==> config.mk <==
export PLATFORM = sky130hd
export DESIGN_NAME = systolic_tile_sequencer_flat
export DESIGN_NICKNAME = d
export VERILOG_FILES = /design/src/rtl/systolic_tile_sequencer_if.sv /design/src/rtl/systolic_tile_sequencer.sv /design/src/flat_wrapper.sv
export SDC_FILE = /design/constraint.sdc
export NUM_CORES = 1
export LEC_CHECK = 0
export ABC_AREA = 1
export CORE_UTILIZATION = 40
export CTS_CLUSTER_DIAMETER = 200
export DETAILED_ROUTE_END_ITERATION = 8
export PLACE_DENSITY = 0.68
export SETUP_SLACK_MARGIN = 0.2
export SYNTH_ARGS = -nofsm -noshare
export SYNTH_HDL_FRONTEND = slang
export SYNTH_SLANG_ARGS = --single-unit
==> constraint.sdc <==
create_clock -name clk_i -period 8.66 [get_ports clk_i]
set_input_delay 1.732 -clock clk_i [delete_from_list [all_inputs] [get_ports clk_i]]
set_output_delay 1.732 -clock clk_i [all_outputs]
set_load 0.05 [all_outputs]
==> src/rtl/systolic_tile_sequencer_if.sv <==
// Handshake and data bundle between the tile sequencer, its controller,
// the systolic array and the A/B/C tile buffers.
interface systolic_tile_sequencer_if #(
  parameter int unsigned SYS_ARR_SIZE    = 2,
  parameter int unsigned DATA_PRECISION  = 16,
  parameter int unsigned BRAM_ADDR_WIDTH = 10,
  parameter int unsigned K_WIDTH         = 16
);
  logic                                             start_i;
  logic [K_WIDTH-1:0]                               k_len_i;
  logic [BRAM_ADDR_WIDTH-1:0]                       a_base_i;
  logic [BRAM_ADDR_WIDTH-1:0]                       b_base_i;
  logic [BRAM_ADDR_WIDTH-1:0]                       c_base_i;
  logic [BRAM_ADDR_WIDTH-1:0]                       a_addr_o;
  logic [BRAM_ADDR_WIDTH-1:0]                       b_addr_o;
  logic                                             ab_en_o;
  logic                                             sys_valid_o;
  logic [SYS_ARR_SIZE*SYS_ARR_SIZE*DATA_PRECISION-1:0] sys_output_i;
  logic                                             sys_output_valid_i;
  logic                                             acc_clear_o;
  logic [BRAM_ADDR_WIDTH-1:0]                       c_addr_o;
  logic [SYS_ARR_SIZE*DATA_PRECISION-1:0]           c_data_o;
  logic                                             c_we_o;
  logic                                             c_ready_i;
  logic                                             busy_o;
  logic                                             done_o;
  logic                                             timeout_o;

  modport master (
    input  start_i, k_len_i, a_base_i, b_base_i, c_base_i,
    input  sys_output_i, sys_output_valid_i, c_ready_i,
    output a_addr_o, b_addr_o, ab_en_o, sys_valid_o, acc_clear_o,
    output c_addr_o, c_data_o, c_we_o, busy_o, done_o, timeout_o
  );

  modport slave (
    output start_i, k_len_i, a_base_i, b_base_i, c_base_i,
    output sys_output_i, sys_output_valid_i, c_ready_i,
    input  a_addr_o, b_addr_o, ab_en_o, sys_valid_o, acc_clear_o,
    input  c_addr_o, c_data_o, c_we_o, busy_o, done_o, timeout_o
  );
endinterface

==> src/rtl/systolic_tile_sequencer.sv <==
// Sequences one output tile: feed K operand vectors, wait for the array
// result, write the result rows to the C buffer, then clear the accumulators.
module systolic_tile_sequencer #(
  parameter int unsigned SYS_ARR_SIZE    = 2,
  parameter int unsigned DATA_PRECISION  = 16,
  parameter int unsigned BRAM_ADDR_WIDTH = 10,
  parameter int unsigned K_WIDTH         = 16,
  parameter int unsigned DRAIN_TIMEOUT   = 64
) (
  input logic                           clk_i,
  input logic                           rst_i,
  systolic_tile_sequencer_if.master     bus
);
  localparam int unsigned ROW_W = (SYS_ARR_SIZE > 1) ? $clog2(SYS_ARR_SIZE) : 1;
  localparam int unsigned RW    = SYS_ARR_SIZE * DATA_PRECISION;
  localparam logic [K_WIDTH-1:0] DRAIN_LAST = K_WIDTH'(DRAIN_TIMEOUT - 1);
  localparam logic [K_WIDTH-1:0] ROW_LAST   = K_WIDTH'(SYS_ARR_SIZE - 1);

  typedef enum logic [2:0] {IDLE, FEED, FLUSH, DRAIN, WRITE, CLEAR, DONE} state_t;

  state_t                     state, state_next;
  logic [K_WIDTH-1:0]         cnt, cnt_inc;
  logic [K_WIDTH-1:0]         k_len_q;
  logic [BRAM_ADDR_WIDTH-1:0] a_base_q, b_base_q, c_base_q;
  logic [0:SYS_ARR_SIZE-1][RW-1:0] tile_q;  // index 0 = row 0 = MSBs
  logic                       sys_valid_q;
  logic                       timeout_q;

  assign cnt_inc = cnt + K_WIDTH'(1);

  always_ff @(posedge clk_i or posedge rst_i) begin
    if (rst_i) state <= IDLE;
    else       state <= state_next;
  end

  always_comb begin
    state_next = state;
    unique case (state)
      IDLE:  if (bus.start_i) state_next = (bus.k_len_i == '0) ? DONE : FEED;
      FEED:  if (cnt_inc == k_len_q) state_next = FLUSH;
      FLUSH: state_next = DRAIN;
      DRAIN: begin
        if (bus.sys_output_valid_i) state_next = WRITE;
        else if (cnt == DRAIN_LAST) state_next = CLEAR;
      end
      WRITE: if (bus.c_ready_i && cnt == ROW_LAST) state_next = CLEAR;
      CLEAR: state_next = DONE;
      DONE:  state_next = IDLE;
      default: state_next = IDLE;
    endcase
  end

  always_comb begin
    bus.ab_en_o     = 1'b0;
    bus.a_addr_o    = '0;
    bus.b_addr_o    = '0;
    bus.c_we_o      = 1'b0;
    bus.c_addr_o    = '0;
    bus.c_data_o    = '0;
    bus.acc_clear_o = 1'b0;
    bus.done_o      = 1'b0;
    bus.busy_o      = (state != IDLE);
    bus.sys_valid_o = sys_valid_q;
    bus.timeout_o   = timeout_q;
    unique case (state)
      FEED: begin
        bus.ab_en_o  = 1'b1;
        bus.a_addr_o = a_base_q + BRAM_ADDR_WIDTH'(cnt);
        bus.b_addr_o = b_base_q + BRAM_ADDR_WIDTH'(cnt);
      end
      WRITE: begin
        bus.c_we_o   = 1'b1;
        bus.c_addr_o = c_base_q + BRAM_ADDR_WIDTH'(cnt);
        bus.c_data_o = tile_q[ROW_W'(cnt)];
      end
      CLEAR: bus.acc_clear_o = 1'b1;
      DONE:  bus.done_o      = 1'b1;
      default: ;
    endcase
  end

  // cnt is shared: feed index in FEED, wait cycles in DRAIN, row index in WRITE.
  always_ff @(posedge clk_i or posedge rst_i) begin
    if (rst_i) begin
      cnt         <= '0;
      k_len_q     <= '0;
      a_base_q    <= '0;
      b_base_q    <= '0;
      c_base_q    <= '0;
      tile_q      <= '0;
      sys_valid_q <= 1'b0;
      timeout_q   <= 1'b0;
    end else begin
      sys_valid_q <= (state == FEED);
      if (state == IDLE && bus.start_i) begin
        k_len_q   <= bus.k_len_i;
        a_base_q  <= bus.a_base_i;
        b_base_q  <= bus.b_base_i;
        c_base_q  <= bus.c_base_i;
        timeout_q <= 1'b0;
      end
      if (state == DRAIN && bus.sys_output_valid_i) tile_q <= bus.sys_output_i;
      if (state == DRAIN && state_next == CLEAR) timeout_q <= 1'b1;
      if (state_next != state)                    cnt <= '0;
      else if (state == FEED || state == DRAIN)   cnt <= cnt_inc;
      else if (state == WRITE && bus.c_ready_i)   cnt <= cnt_inc;
    end
  end
endmodule

==> src/flat_wrapper.sv <==
// flat-port wrapper written by rule: the top's interface ports become plain ports
module systolic_tile_sequencer_flat 
#(
  parameter int unsigned SYS_ARR_SIZE    = 2,
  parameter int unsigned DATA_PRECISION  = 16,
  parameter int unsigned BRAM_ADDR_WIDTH = 10,
  parameter int unsigned K_WIDTH         = 16,
  parameter int unsigned DRAIN_TIMEOUT   = 64
)
  (clk_i, rst_i, bus_start_i, bus_k_len_i, bus_a_base_i, bus_b_base_i, bus_c_base_i, bus_sys_output_i, bus_sys_output_valid_i, bus_c_ready_i, bus_a_addr_o, bus_b_addr_o, bus_ab_en_o, bus_sys_valid_o, bus_acc_clear_o, bus_c_addr_o, bus_c_data_o, bus_c_we_o, bus_busy_o, bus_done_o, bus_timeout_o);
  systolic_tile_sequencer_if #(.SYS_ARR_SIZE(SYS_ARR_SIZE), .DATA_PRECISION(DATA_PRECISION), .BRAM_ADDR_WIDTH(BRAM_ADDR_WIDTH), .K_WIDTH(K_WIDTH)) bus_i ();
  input logic clk_i;
  input logic rst_i;
  input wire logic [$bits(bus_i.start_i)-1:0] bus_start_i;
  input wire logic [$bits(bus_i.k_len_i)-1:0] bus_k_len_i;
  input wire logic [$bits(bus_i.a_base_i)-1:0] bus_a_base_i;
  input wire logic [$bits(bus_i.b_base_i)-1:0] bus_b_base_i;
  input wire logic [$bits(bus_i.c_base_i)-1:0] bus_c_base_i;
  input wire logic [$bits(bus_i.sys_output_i)-1:0] bus_sys_output_i;
  input wire logic [$bits(bus_i.sys_output_valid_i)-1:0] bus_sys_output_valid_i;
  input wire logic [$bits(bus_i.c_ready_i)-1:0] bus_c_ready_i;
  output wire logic [$bits(bus_i.a_addr_o)-1:0] bus_a_addr_o;
  output wire logic [$bits(bus_i.b_addr_o)-1:0] bus_b_addr_o;
  output wire logic [$bits(bus_i.ab_en_o)-1:0] bus_ab_en_o;
  output wire logic [$bits(bus_i.sys_valid_o)-1:0] bus_sys_valid_o;
  output wire logic [$bits(bus_i.acc_clear_o)-1:0] bus_acc_clear_o;
  output wire logic [$bits(bus_i.c_addr_o)-1:0] bus_c_addr_o;
  output wire logic [$bits(bus_i.c_data_o)-1:0] bus_c_data_o;
  output wire logic [$bits(bus_i.c_we_o)-1:0] bus_c_we_o;
  output wire logic [$bits(bus_i.busy_o)-1:0] bus_busy_o;
  output wire logic [$bits(bus_i.done_o)-1:0] bus_done_o;
  output wire logic [$bits(bus_i.timeout_o)-1:0] bus_timeout_o;
  assign bus_i.start_i = bus_start_i;
  assign bus_i.k_len_i = bus_k_len_i;
  assign bus_i.a_base_i = bus_a_base_i;
  assign bus_i.b_base_i = bus_b_base_i;
  assign bus_i.c_base_i = bus_c_base_i;
  assign bus_i.sys_output_i = bus_sys_output_i;
  assign bus_i.sys_output_valid_i = bus_sys_output_valid_i;
  assign bus_i.c_ready_i = bus_c_ready_i;
  assign bus_a_addr_o = bus_i.a_addr_o;
  assign bus_b_addr_o = bus_i.b_addr_o;
  assign bus_ab_en_o = bus_i.ab_en_o;
  assign bus_sys_valid_o = bus_i.sys_valid_o;
  assign bus_acc_clear_o = bus_i.acc_clear_o;
  assign bus_c_addr_o = bus_i.c_addr_o;
  assign bus_c_data_o = bus_i.c_data_o;
  assign bus_c_we_o = bus_i.c_we_o;
  assign bus_busy_o = bus_i.busy_o;
  assign bus_done_o = bus_i.done_o;
  assign bus_timeout_o = bus_i.timeout_o;
  systolic_tile_sequencer #(.SYS_ARR_SIZE(SYS_ARR_SIZE), .DATA_PRECISION(DATA_PRECISION), .BRAM_ADDR_WIDTH(BRAM_ADDR_WIDTH), .K_WIDTH(K_WIDTH), .DRAIN_TIMEOUT(DRAIN_TIMEOUT)) u_core (.clk_i(clk_i), .rst_i(rst_i), .bus(bus_i));
endmodule
# Word-level counts from Yosys, hierarchy flattened
# Index checks and enable logic that the tools add are counted.
dict set report word_totals {
  register_bits 131
  in_bits 115
  output_inout_bits 69
  elab_cells 61
}
dict set report op_classes {
  addsub 4
  n_lt_le_gt_ge 1
  n_eq_ne 11
  mux 23
  bitwise_logic 1
  n_reduce_logical 11
}
# op n
set ops {}
lappend ops {{32-bit two-way mux} 4}
lappend ops {{16-bit two-way mux} 3}
lappend ops {{10-bit adder} 3}
lappend ops {{10-bit two-way mux} 3}
lappend ops {{3-bit two-way mux} 6}
lappend ops {{3-bit one-hot mux with 6 select lines} 1}
lappend ops {{16-bit by 1-bit adder with 16-bit output (second input constant)} 1}
lappend ops {{16-bit by 1-bit equality test with 1-bit output (second input constant)} 1}
lappend ops {{16-bit equality test} 1}
lappend ops {{16-bit by 6-bit equality test with 1-bit output (second input constant)} 1}
lappend ops {{16-bit zero test} 1}
lappend ops {{3-bit equality test (second input constant)} 4}
lappend ops {{3-bit by 2-bit equality test with 1-bit output (second input constant)} 2}
lappend ops {{1-bit two-way mux} 6}
lappend ops {{3-bit nonzero test} 2}
lappend ops {{1-bit logical AND} 5}
lappend ops {{3-bit by 1-bit equality test with 1-bit output (second input constant)} 1}
lappend ops {{3-bit zero test} 1}
lappend ops {{3-bit != test} 1}
lappend ops {{2-bit >= comparator (second input constant)} 1}
lappend ops {{1-bit inverter with 2-bit output} 1}
lappend ops {{2-bit nonzero test} 1}
lappend ops {{1-bit logical OR} 1}

# Logic depth before layout (Yosys ltp)
dict set report logic_depth {
  ltp_word 7
  depth_mapped 20
}

# Worst setup path before layout
# OpenSTA, ideal clock, no wires.
dict set report synth_path {
  path_type {reg2out}
  from {register u_core.cnt[0]}
  to {output bus_c_addr_o[8]}
  t_arrival_ns 2.566
  t_required_ns 6.928
  setup_slack_ns 4.362
  path_stages_with_launch 14
  n_path_buf 0
  cell_sequence {dfrtp_1 ha_1 fa_1 nand2_1 inv_1 o21ai_0 nand2_1 nand2_1 nand2_1 nand2_1 a21oi_1 o21ai_0 nand2_1 a21oi_1}
}
dict set report synth_between {
  elab_chain_len 2
}
# item line_no
set synth_rtl {}
lappend synth_rtl {{start, declared} systolic_tile_sequencer.sv:22} ;# logic [K_WIDTH-1:0] cnt, cnt_inc;
lappend synth_rtl {{start signal, assigned} systolic_tile_sequencer.sv:105} ;# else if (state == FEED || state == DRAIN) cnt <= cnt_inc;
lappend synth_rtl {{start signal, assigned} systolic_tile_sequencer.sv:106} ;# else if (state == WRITE && bus.c_ready_i) cnt <= cnt_inc;
lappend synth_rtl {{10-bit adder} systolic_tile_sequencer.sv:73} ;# bus.c_addr_o = c_base_q + BRAM_ADDR_WIDTH'(cnt);
lappend synth_rtl {{10-bit two-way mux} systolic_tile_sequencer.sv:65} ;# unique case (state)
lappend synth_rtl {{end, declared} flat_wrapper.sv:27} ;# output wire logic [$bits(bus_i.c_addr_o)-1:0] bus_c_addr_o;
# Every way passes these cells.

# Final worst setup path
dict set report layout_path {
  from {register u_core.cnt[0]}
  to {output bus_b_addr_o[8]}
}
dict set report layout_between {
  elab_chain_len 2
}
# item line_no
set layout_rtl {}
lappend layout_rtl {{10-bit adder} systolic_tile_sequencer.sv:69} ;# bus.b_addr_o = b_base_q + BRAM_ADDR_WIDTH'(cnt);
lappend layout_rtl {{10-bit two-way mux} systolic_tile_sequencer.sv:65}
lappend layout_rtl {{end, declared} flat_wrapper.sv:23} ;# output wire logic [$bits(bus_i.b_addr_o)-1:0] bus_b_addr_o;
# Every way passes these cells.

==> results.rst <==
.. list-table::
   :header-rows: 1

   * - Metric
     - Value
   * - Fraction of layout instances using a drive strength above 1
     - 0.1153
   * - Clock tree from TritonCTS
     - built
   * - DRC violations left
     - 0
   * - Clock buffers created by TritonCTS
     - 17
   * - Net switching component of the power
     - 0.001643 W
   * - Row count
     - 50
   * - I/O Pins
     - 184
   * - Standard cell core area
     - 18710 um2
   * - Run status
     - finished clean
   * - Die width
     - 140.0 um
   * - Post-CTS Resized
     - 0
   * - CP max FO
     - 41
   * - Remaining global-route overflow
     - 0
   * - Register area share after synthesis
     - 0.4304
   * - CTS hold repair buffers
     - 0
   * - Number of cell instances on the worst register-to-register path
     - 8
   * - Internal power contribution
     - 0.002039 W
   * - Fraction of power consumed by sequential logic
     - 0.303
   * - Final clock skew
     - 10.23 ps
   * - Maximum number of pins on one net before global-route repair
     - 76
   * - Initial Util
     - 0.4072
   * - Worst slew pin tran
     - 1045 ps
   * - Wire length of the first global-routing pass
     - 34.21 mm
   * - Vias in the first global route
     - 6833
   * - Area share of the largest cell type after synthesis
     - 0.4304
   * - Fillers
     - 1703
   * - Relative contribution of combinational cells to total power
     - 0.486
   * - Antenna violations before repair
     - 1
   * - Most repeated cell in the gate-level netlist after synthesis
     - sky130_fd_sc_hd__nand2_1
   * - Async SR Flop Fraction
     - 1.000
   * - Post-Route Setup TNS
     - 0 ps
   * - Endpoint class of the critical path
     - output pin
   * - Final ANT Viol Nets
     - 0
   * - Cells after Synth
     - 948
   * - Total number of nets in the final design
     - 1270
   * - Areal power density over the cells
     - 357.7 nW/um2
   * - Clock latency on the worst-skew pair
     - 420 ps
   * - Critical Path Start Type
     - flip-flop
   * - Post-synth top cells
     - sky130_fd_sc_hd__nand2_1 (300), sky130_fd_sc_hd__dfrtp_1 (131), sky130_fd_sc_hd__inv_1 (84), sky130_fd_sc_hd__a21oi_1 (68), sky130_fd_sc_hd__o21ai_0 (65)
   * - Final Hold Slack
     - 482.7 ps
   * - Iteration-0 DRC count of the detailed router
     - 343
   * - Via density
     - 5.103
   * - Peak supply drop
     - 0.0001545 V
   * - Number of buffers inserted by post-CTS setup repair
     - 0
   * - Number of flops mapped to enable cells by yosys
     - 0
   * - Post-DP HPWL
     - 14.79 mm
   * - #FFs+latches synth
     - 131
   * - Net switching fraction of the power
     - 0.4462
   * - Max-cap check violation count
     - 0
   * - Count of unique library cells instantiated by Yosys
     - 28
   * - Max-slew headroom at the worst pin
     - 0.3024
   * - Synth warn
     - 0
   * - Max Transition Viols Final
     - 0
   * - Unrepaired setup endpoints after global routing
     - false
   * - Buffer cell driving the clock tree root
     - sky130_fd_sc_hd__clkbuf_16
   * - Total iterations of the first detailed-routing run
     - 4
   * - Final count of hold timing violations
     - 0
   * - Cell accounting for the most synthesized area
     - sky130_fd_sc_hd__dfrtp_1
   * - Data required time at the worst endpoint
     - 6930 ps
   * - Clk pwr share
     - 0.211
   * - Post-synthesis instance area
     - 7617 um2
   * - Max Clk Rate
     - 181.4 MHz
   * - Post-synth top flop
     - sky130_fd_sc_hd__dfrtp_1
   * - Clock sink count
     - 131
   * - Longest Clk Path Bufs
     - 2
   * - Number of cells on the worst hold path
     - 2
   * - Die ar.
     - 19600 um2
   * - Data arrival time at the worst-slack endpoint
     - 3780 ps
   * - Routability congestion estimate from global placement
     - 0.8825
   * - Type of the worst setup path
     - reg2out
   * - Area overhead of the layout relative to synthesis
     - 35.12%
   * - Net count of the mapped netlist
     - 1095
   * - Die height
     - 140.0 um
   * - Share of the cycle needed by the critical path after routing
     - 0.6364
   * - Via count
     - 6996
   * - Post-CTS clock slew at the launch and capture registers of the worst setup and hold paths
     - 60 ps
   * - Count of input and output buffers
     - 183
   * - Minimum period implied by the final worst setup slack
     - 5512 ps
   * - Overall routed net length
     - 20.76 mm
   * - Drt wl/cell
     - 15.15 um
   * - Total number of H-tree levels
     - 4
   * - Setup-failing EPs final
     - 0
   * - Post-synthesis average cell area
     - 8.035 um2
   * - Leakage Power
     - 4.818 nW
   * - Path class of the lowest-slack min-delay path
     - reg2reg
   * - Leading cell types by total area after synthesis
     - sky130_fd_sc_hd__dfrtp_1 (43%), sky130_fd_sc_hd__nand2_1 (15%), sky130_fd_sc_hd__mux2_2 (9.5%)
   * - Overall global routing resource usage
     - 0.2216
==> path summary, 6_finish.rpt <==
kind	endpoint	slack, ps	from
max	bus_b_addr_o[8]	3150	u_core.cnt[0]
min	u_core.bus.timeout_o	480	u_core.bus.timeout_o
max reg2reg	u_core.cnt[9]	5420	u_core.state[1]
min reg2reg	u_core.bus.timeout_o	480	u_core.bus.timeout_o
max in group asynchronous	u_core.cnt[0]	5400	rst_i
min in group asynchronous	u_core.tile_q[40]	1780	rst_i
==> stage by stage <==
stage                     cells  power [W]  cell area [um2]  setup WS (ps)  utilization
after floorplan             948   0.002403             7617           3430            -
after global placement     1338   0.002885             9653           3646       0.5161
final                      1371   0.003681            10290           3149       0.5502
after CTS                  1370   0.003711            10290           3130       0.5501
after detailed placement   1338   0.002921             9653           3594       0.5161
after global routing       1370   0.003958            10290           2791       0.5501
==> sequential cells by signal, summed over array words and instances (netlist names) <==
register / count
u_core.tile_q: 64
u_core.cnt: 16
u_core.k_len_q: 16
u_core.a_base_q: 10
u_core.b_base_q: 10
u_core.c_base_q: 10
u_core.state: 3
u_core.bus.sys_valid_o: 1
u_core.bus.timeout_o: 1
==> placed cells by master (no fill, tap or decap), types with 6 or more instances in the layout <==
master	netlist	final
sky130_fd_sc_hd__clkbuf_16	0	17
sky130_fd_sc_hd__ha_1	29	29
sky130_fd_sc_hd__nand3b_1	6	6
sky130_fd_sc_hd__mux2_2	64	64
sky130_fd_sc_hd__nand3_1	51	50
sky130_fd_sc_hd__inv_1	84	83
sky130_fd_sc_hd__nand2_1	300	299
sky130_fd_sc_hd__o21ai_0	65	65
sky130_fd_sc_hd__nor2_2	14	14
sky130_fd_sc_hd__nor3_1	9	8
sky130_fd_sc_hd__dfrtp_1	131	130
sky130_fd_sc_hd__nand2_2	5	6
sky130_fd_sc_hd__a21oi_1	68	68
sky130_fd_sc_hd__clkdlybuf4s50_1	0	183
sky130_fd_sc_hd__nand4_1	18	18
sky130_fd_sc_hd__xor2_1	6	6
sky130_fd_sc_hd__nor2_1	47	47
==> cell type report <==
class	instances	area, um2	area share
diodes	1	2.502	0.0002431
clock buffers	17	425.4	0.04133
clock inverters	15	211.5	0.02054
inverters	85	324.1	0.03149
multi-input cells	701	3895	0.3784
flip-flops and latches	131	3279	0.3186
well taps	234	292.8	0.02845
repair buffers	187	1862	0.1809
==> metal layers <==
layer | share of wire | track usage | up-vias
li1 | - | - | 3468
met2 | 0.48 | 0.3684 | 220
met1 | 0.43 | 0.2710 | 3280
met5 | 0 | 0 | -
met3 | 0.073 | 0.06838 | 28
met4 | 0.020 | 0.07866 | 0
==> power groups by stage <==
stage                     sequential, W  combinational (W)  clock (W)
final                           0.00111            0.00179   0.000777
after global placement          0.00111            0.00177          0
after floorplan                 0.00105            0.00135          0
after global routing            0.00115            0.00198   0.000824
after detailed placement        0.00112            0.00180          0
after CTS                       0.00111            0.00180   0.000792
==> worst max-delay path, stage by stage (launching register included) <==
cell and delay (ps):
sky130_fd_sc_hd__dfrtp_2 730, sky130_fd_sc_hd__ha_1 410, sky130_fd_sc_hd__fa_1 390, sky130_fd_sc_hd__nand2_1 70
sky130_fd_sc_hd__inv_1 50, sky130_fd_sc_hd__o21ai_0 150, sky130_fd_sc_hd__nand2_1 100, sky130_fd_sc_hd__nand2_1 70
sky130_fd_sc_hd__nand2_1 50, sky130_fd_sc_hd__nand2_1 70, sky130_fd_sc_hd__a21oi_1 80, sky130_fd_sc_hd__o21ai_0 160
sky130_fd_sc_hd__nand2_1 80, sky130_fd_sc_hd__a21oi_1 140, sky130_fd_sc_hd__clkdlybuf4s50_1 810
==> kinds of logic after synthesis <==
group,count (synthesis),share of synthesized area
xor gates and xnor gates,6,0.006899
adders and majority gates,32,0.05552
AOI/OAI and AO/OA,142,0.09642
DFF,131,0.4304
muxes,64,0.09461
buffers and inverters,116,0.05995
and+or+nand+nor,457,0.2562
(Power assumes the default switching activity.)
